[src/rtl/mem_arb_pkg.sv]
`default_nettype none
// +--------------------------------------------------------------------------+
// | mem_arb_pkg : shared state and owner encodings for the memory arbiter    |
// | Rev 1.0 - initial release                                                |
// +--------------------------------------------------------------------------+
package mem_arb_pkg;

  typedef enum logic [1:0] {
    IDLE    = 2'd0,
    BUSY_IF = 2'd1,
    BUSY_D  = 2'd2,
    RESP    = 2'd3
  } mem_arb_state_t;

  typedef enum logic {
    OWNER_IF = 1'b0,
    OWNER_D  = 1'b1
  } mem_arb_owner_t;

  localparam int unsigned c_WAIT_CNT_W = 8;

endpackage
`default_nettype wire

[src/rtl/mem_arb_timeout.sv]
`default_nettype none
// +--------------------------------------------------------------------------+
// | mem_arb_timeout : 8-bit wait counter flagging a stalled memory access    |
// | Rev 1.0 - initial release                                                |
// +--------------------------------------------------------------------------+
module mem_arb_timeout
  import mem_arb_pkg::*;
#(
  parameter int unsigned TIMEOUT_CYCLES = 255
) (
  input  logic clk,
  input  logic rst_b,
  input  logic i_clear,
  input  logic i_enable,
  output logic o_expired
);

  localparam logic [c_WAIT_CNT_W-1:0] c_LAST_COUNT = c_WAIT_CNT_W'(TIMEOUT_CYCLES - 1);

  logic [c_WAIT_CNT_W-1:0] r_count;

  always_ff @(posedge clk or negedge rst_b) begin
    if (!rst_b) begin
      r_count <= '0;
    end else if (i_clear) begin
      r_count <= '0;
    end else if (i_enable) begin
      r_count <= r_count + 1'b1;
    end
  end

  // Enable already excludes mem_ready, so a same-cycle ready always wins.
  assign o_expired = i_enable && (r_count == c_LAST_COUNT);

endmodule
`default_nettype wire

[src/rtl/mem_port_arbiter.sv]
`default_nettype none
// +--------------------------------------------------------------------------+
// | mem_port_arbiter : fetch/data arbiter onto one memory port with timeout. |
// | Optional round-robin tie-break enabled by defining MEM_ARB_RR_EN.        |
// | Rev 1.0 - initial release                                                |
// +--------------------------------------------------------------------------+
module mem_port_arbiter
  import mem_arb_pkg::*;
#(
  parameter int unsigned TIMEOUT_CYCLES = 255
) (
  input  logic        clk,
  input  logic        rst_b,
  input  logic        if_req,
  input  logic [29:0] if_addr,
  output logic        if_done,
  output logic [31:0] if_rdata,
  output logic        if_excpt,
  input  logic        d_req,
  input  logic [29:0] d_addr,
  input  logic [31:0] d_wdata,
  input  logic [3:0]  d_we,
  output logic        d_done,
  output logic [31:0] d_rdata,
  output logic        d_excpt,
  output logic        mem_req,
  output logic [29:0] mem_addr,
  output logic [31:0] mem_wdata,
  output logic [3:0]  mem_we,
  input  logic        mem_ready,
  input  logic [31:0] mem_rdata,
  input  logic        mem_excpt
);

  mem_arb_state_t r_state;
  logic        r_mem_req;
  logic [29:0] r_mem_addr;
  logic [31:0] r_mem_wdata;
  logic [3:0]  r_mem_we;
  logic        r_if_done, r_if_excpt, r_d_done, r_d_excpt;
  logic [31:0] r_if_rdata, r_d_rdata;

  logic        w_busy;
  logic        w_expired;
  logic        w_grant_d;
  logic [31:0] w_resp_rdata;
  logic        w_resp_excpt;

  assign w_busy = (r_state == BUSY_IF) || (r_state == BUSY_D);

  mem_arb_timeout #(
    .TIMEOUT_CYCLES(TIMEOUT_CYCLES)
  ) u_timeout (
    .clk      (clk),
    .rst_b    (rst_b),
    .i_clear  (!w_busy),
    .i_enable (w_busy && !mem_ready),
    .o_expired(w_expired)
  );

`ifdef MEM_ARB_RR_EN
  mem_arb_owner_t r_last_owner;

  always_ff @(posedge clk or negedge rst_b) begin
    if (!rst_b) begin
      r_last_owner <= OWNER_IF;
    end else if (r_state == IDLE) begin
      if (w_grant_d) begin
        r_last_owner <= OWNER_D;
      end else if (if_req) begin
        r_last_owner <= OWNER_IF;
      end
    end
  end

  assign w_grant_d = d_req && (!if_req || (r_last_owner == OWNER_IF));
`else
  assign w_grant_d = d_req;
`endif

  // A timeout completes with a fault and no data.
  assign w_resp_rdata = mem_ready ? mem_rdata : 32'h0;
  assign w_resp_excpt = mem_ready ? mem_excpt : 1'b1;

  always_ff @(posedge clk or negedge rst_b) begin
    if (!rst_b) begin
      r_state     <= IDLE;
      r_mem_req   <= 1'b0;
      r_mem_addr  <= '0;
      r_mem_wdata <= '0;
      r_mem_we    <= '0;
      r_if_done   <= 1'b0;
      r_if_rdata  <= '0;
      r_if_excpt  <= 1'b0;
      r_d_done    <= 1'b0;
      r_d_rdata   <= '0;
      r_d_excpt   <= 1'b0;
    end else begin
      case (r_state)
        IDLE: begin
          if (w_grant_d) begin
            r_state     <= BUSY_D;
            r_mem_req   <= 1'b1;
            r_mem_addr  <= d_addr;
            r_mem_wdata <= d_wdata;
            r_mem_we    <= d_we;
          end else if (if_req) begin
            r_state     <= BUSY_IF;
            r_mem_req   <= 1'b1;
            r_mem_addr  <= if_addr;
            r_mem_wdata <= '0;
            r_mem_we    <= '0;
          end
        end
        BUSY_IF, BUSY_D: begin
          if (mem_ready || w_expired) begin
            r_state     <= RESP;
            r_mem_req   <= 1'b0;
            r_mem_addr  <= '0;
            r_mem_wdata <= '0;
            r_mem_we    <= '0;
            if (r_state == BUSY_D) begin
              r_d_done  <= 1'b1;
              r_d_rdata <= w_resp_rdata;
              r_d_excpt <= w_resp_excpt;
            end else begin
              r_if_done  <= 1'b1;
              r_if_rdata <= w_resp_rdata;
              r_if_excpt <= w_resp_excpt;
            end
          end
        end
        RESP: begin
          r_state    <= IDLE;
          r_if_done  <= 1'b0;
          r_if_rdata <= '0;
          r_if_excpt <= 1'b0;
          r_d_done   <= 1'b0;
          r_d_rdata  <= '0;
          r_d_excpt  <= 1'b0;
        end
        default: r_state <= IDLE;
      endcase
    end
  end

  assign mem_req   = r_mem_req;
  assign mem_addr  = r_mem_addr;
  assign mem_wdata = r_mem_wdata;
  assign mem_we    = r_mem_we;
  assign if_done   = r_if_done;
  assign if_rdata  = r_if_rdata;
  assign if_excpt  = r_if_excpt;
  assign d_done    = r_d_done;
  assign d_rdata   = r_d_rdata;
  assign d_excpt   = r_d_excpt;

endmodule
`default_nettype wire

[config.mk]
export PLATFORM = sky130hd
export DESIGN_NAME = mem_port_arbiter
export DESIGN_NICKNAME = d
export VERILOG_FILES = /design/src/rtl/mem_arb_pkg.sv /design/src/rtl/mem_arb_timeout.sv /design/src/rtl/mem_port_arbiter.sv
export SDC_FILE = /design/constraint.sdc
export NUM_CORES = 1
export LEC_CHECK = 0
export ABC_AREA = 1
export CORE_ASPECT_RATIO = 0.8
export CORE_MARGIN = 1
export CORE_UTILIZATION = 38
export CTS_CLUSTER_SIZE = 30
export DETAILED_ROUTE_END_ITERATION = 8
export GPL_ROUTABILITY_DRIVEN = 0
export PLACE_DENSITY_LB_ADDON = 0.15
export SLEW_MARGIN = 20
export SYNTH_ARGS = -nofsm -noshare
export SYNTH_HDL_FRONTEND = slang
export SYNTH_SLANG_ARGS = --single-unit
[constraint.sdc]
create_clock -name clk -period 1.7 [get_ports clk]
set_input_delay 0.34 -clock clk [delete_from_list [all_inputs] [get_ports clk]]
set_output_delay 0.34 -clock clk [all_outputs]
set_load 0.02 [all_outputs]
==> run_results.csv <==
group,metric,value,unit
timing,maxSlewViolCount,0,
power,p_int,11.0,mW
timing,finalSetupViolations,0,
worst_setup_path,crit_top_cell,"nand2_1",
logic_synthesis,synth_top_area_share,0.587,
clock_tree,cts_made_buffers,17,
worst_setup_path,timing.rr.start,"r_state[0]",
power,p_clk_frac,0.210,
final_layout,num_antenna_cells,0,
worst_setup_path,cp.required,2050,ps
timing,worst_slew_pin_slew,553,ps
worst_setup_path,crit_path_end_kind,"flop",
clock_tree,htreeDepth,4,
timing,clock_skew,6.32,ps
route,antenna_left,0,
timing,fin_crit_sh,0.952,
final_layout,final_util,0.619,
global_routing,antenna_found_initial,0,
flow_run,drv_cap,0,
logic_synthesis,avgSynthCellArea,8.53,um^2
final_layout,final_cell_mix,"376 x nand2_1, 145 x dfrtp_1, 135 x dlygate4sd2_1",
clock_tree,clock_path_buffers,2,
timing,relSlewSlack,0.632,
route,drtIter0Drc,295,
timing,min_period,1620,ps
logic_synthesis,netlist_instances,724,
final_layout,fin_nets,1145,
route,num_vias,5668,
power,ir_drop,890,uV
final_layout,area_growth,59.0,%
worst_setup_path,cp_max_fo,25,
logic_synthesis,seq_area_frac_synth,0.587,
floorplan,coreArea,15900,um^2
clock_tree,tritoncts,"done",
final_layout,drive_above_1_share,0.0855,
power,p_seq_frac,0.295,
global_routing,grt_util_all_layers,0.211,
floorplan,ioPinCount,269,
power,p_leak,5.28,nW
worst_setup_path,crit_type,"reg -> reg",
worst_setup_path,cp_cell_sequence,"inv_1 > ha_4 > or2_2 > nand3_4 > clkbuf_16 > nand2_1 > nand2_1",
power,comb_power_share,0.494,
place,hpwl,12400,um
logic_synthesis,post-synth-top-area-cell,"dfrtp_1",
route,wl_per_cell,14.4,um
global_routing,grt_pass1_vias,5350,
status,outcome,"completed",
global_routing,grt_overflow,0,
floorplan,die_area,16800,um^2
global_routing,grt_start_max_net_pins,54,
worst_setup_path,crit_start,"r_state[0]",
logic_synthesis,synth_area_leaders,"dfrtp_1 59%, nand2_1 23%, o21ai_0 4.2%, nand3_1 3.2%, buf_6 1.8%",
logic_synthesis,synth-seq-cells,145,
final_layout,layoutNonFillerInstCount,1233,
route,drt-pass1-iter-count,5,
clock_tree,clock-root-buffer,"clkbuf_16",
power,swShare,0.415,
floorplan,rows,41,
logic_synthesis,yosysWarningCount,0,
logic_synthesis,syn_area,6180,um^2
power,powerDensity,1910,nW/um^2
timing,fmax,0.618,GHz
min_path,hold_class,"in -> async",
final_layout,final_common_cell,"nand2_1",
route,drc_errors,0,
worst_setup_path,cp.arrival,1970,ps
clock_tree,clk_latency,420,ps
clock_tree,cts.clk_slew.worst_paths,60,ps
power,switchingPower,7.79,mW
floorplan,start_util,0.390,
route,wl,17700,um
logic_synthesis,synth_nets,864,
clock_tree,cts.sinks,145,
route,vias_per_cell,4.60,
worst_setup_path,worst_path_max_delay_cell,"dfrtp_1",
logic_synthesis,yosysUniqueCellTypes,25,
timing,hold_viol_final,0,
place,port_buffers,268,
floorplan,die_h,116,um
global_routing,grt_first_pass_wirelength,26900,um
worst_setup_path,cp_slowest_stage_delay,370,ps
place,placed_cells,1197,
worst_setup_path,critPathLaunchType,"flop",
floorplan,die_w,145,um
power,power,18.8,mW
timing,rsz0062_at_grt,"yes",
[flip-flops by register name, indices dropped and copies added, names as in the netlist]
register	count
d_rdata	32
if_rdata	32
mem_wdata	32
mem_addr	30
u_timeout.r_count	8
mem_we	4
r_state	2
d_done	1
d_excpt	1
if_done	1
if_excpt	1
mem_req	1
[area by class of cell]
type | count | area [um^2]
multi-input combinational | 526 | 2280
inverter | 12 | 47.5
clock buffer | 19 | 443
timing repair buffer | 303 | 2970
sequential | 145 | 3630
tap | 215 | 269
fill | 1394 | 6030
clock inverter | 13 | 184
[cells in the mapped netlist]
library cell	number
o31ai_1	1
nand4_1	2
nor3_1	1
clkbuf_1	15
inv_2	1
buf_2	15
buf_1	1
o21ai_1	15
nor2_1	11
o21ai_0	52
dfrtp_1	145
nand3_2	1
o21ai_2	6
nand3b_1	1
nor2_2	2
or2_2	1
ha_1	6
o21bai_1	1
nand2_2	2
nand2_4	3
nand3_1	40
buf_6	10
a21oi_1	5
inv_1	11
nand2_1	376
[per-stage QoR]
stage / hold WS [ps] / setup slack [ps] / setup TNS (ps) / cell area [um^2]
CTS: 397 / 58.5 / 0 / 9730
global route: 413 / -21.2 / -102 / 9820
finish: 396 / 81.9 / 0 / 9820
global placement: 275 / -30.5 / -1380 / 9250
detailed placement: 273 / -71.0 / -3460 / 9250
floorplan: 44.4 / 42.1 / 0 / 6180
[power groups by stage]
stage          Clock [mW]  Sequential (mW)  Combinational (mW)
2_1_floorplan           0             7.19                3.66
3_3_place_gp            0             5.60                9.65
3_5_place_dp            0             5.62                9.74
4_1_cts              4.03             5.55                8.90
5_1_grt              4.16             5.72                10.2
6_report             3.94             5.54                9.28
[worst max-delay path, delay by kind of cell, from the launching register on]
kind	cells	cell delay (ps)
adder cells (fa/ha/maj)	1	230
flip-flops	1	370
AND/OR/NAND/NOR	4	600
buffers and inverters	2	340
[logic make-up after synthesis]
| group | synth area share |
|---|---|
| buffers and inverters | 0.0474 |
| and+or+nand+nor | 0.284 |
| DFF | 0.587 |
| adders and majority gates | 0.0122 |
| AOI/OAI and AO/OA | 0.0693 |
[path summary, 6_finish.rpt]
path                                 end  slack [ps]  cells past startpoint
setup / recovery            mem_wdata[0]          80                      7
min in group clk            mem_addr[16]         440                      6
hold reg to reg            mem_wdata[19]         460                      2
hold / removal              if_rdata[28]         400                      2
setup reg to reg            mem_wdata[0]          80                      7
max in group asynchronous     d_rdata[0]         730                      3
[layer usage]
| metal | global-route usage | up-vias | part of all wire |
|---|---|---|---|
| li1 | - | 2854 | - |
| met1 | 0.267 | 2582 | 0.43 |
| met2 | 0.341 | 214 | 0.48 |
| met3 | 0.0719 | 18 | 0.079 |
| met4 | 0.0667 | 0 | 0.014 |
| met5 | 0 | - | 0 |
[what timing repair did]
| item | 4_1_cts | 5_1_grt |
|---|---|---|
| hold endpoints to repair | 33 | 0 |
| setup endpoints to repair | 136 | 35 |
| gates cloned | 0 | 3 |
| hold buffers | 1 | 0 |
| setup buffers | 0 | 0 |
| resized for setup | 136 | 5 |
Power figures use the tool's default switching activity.
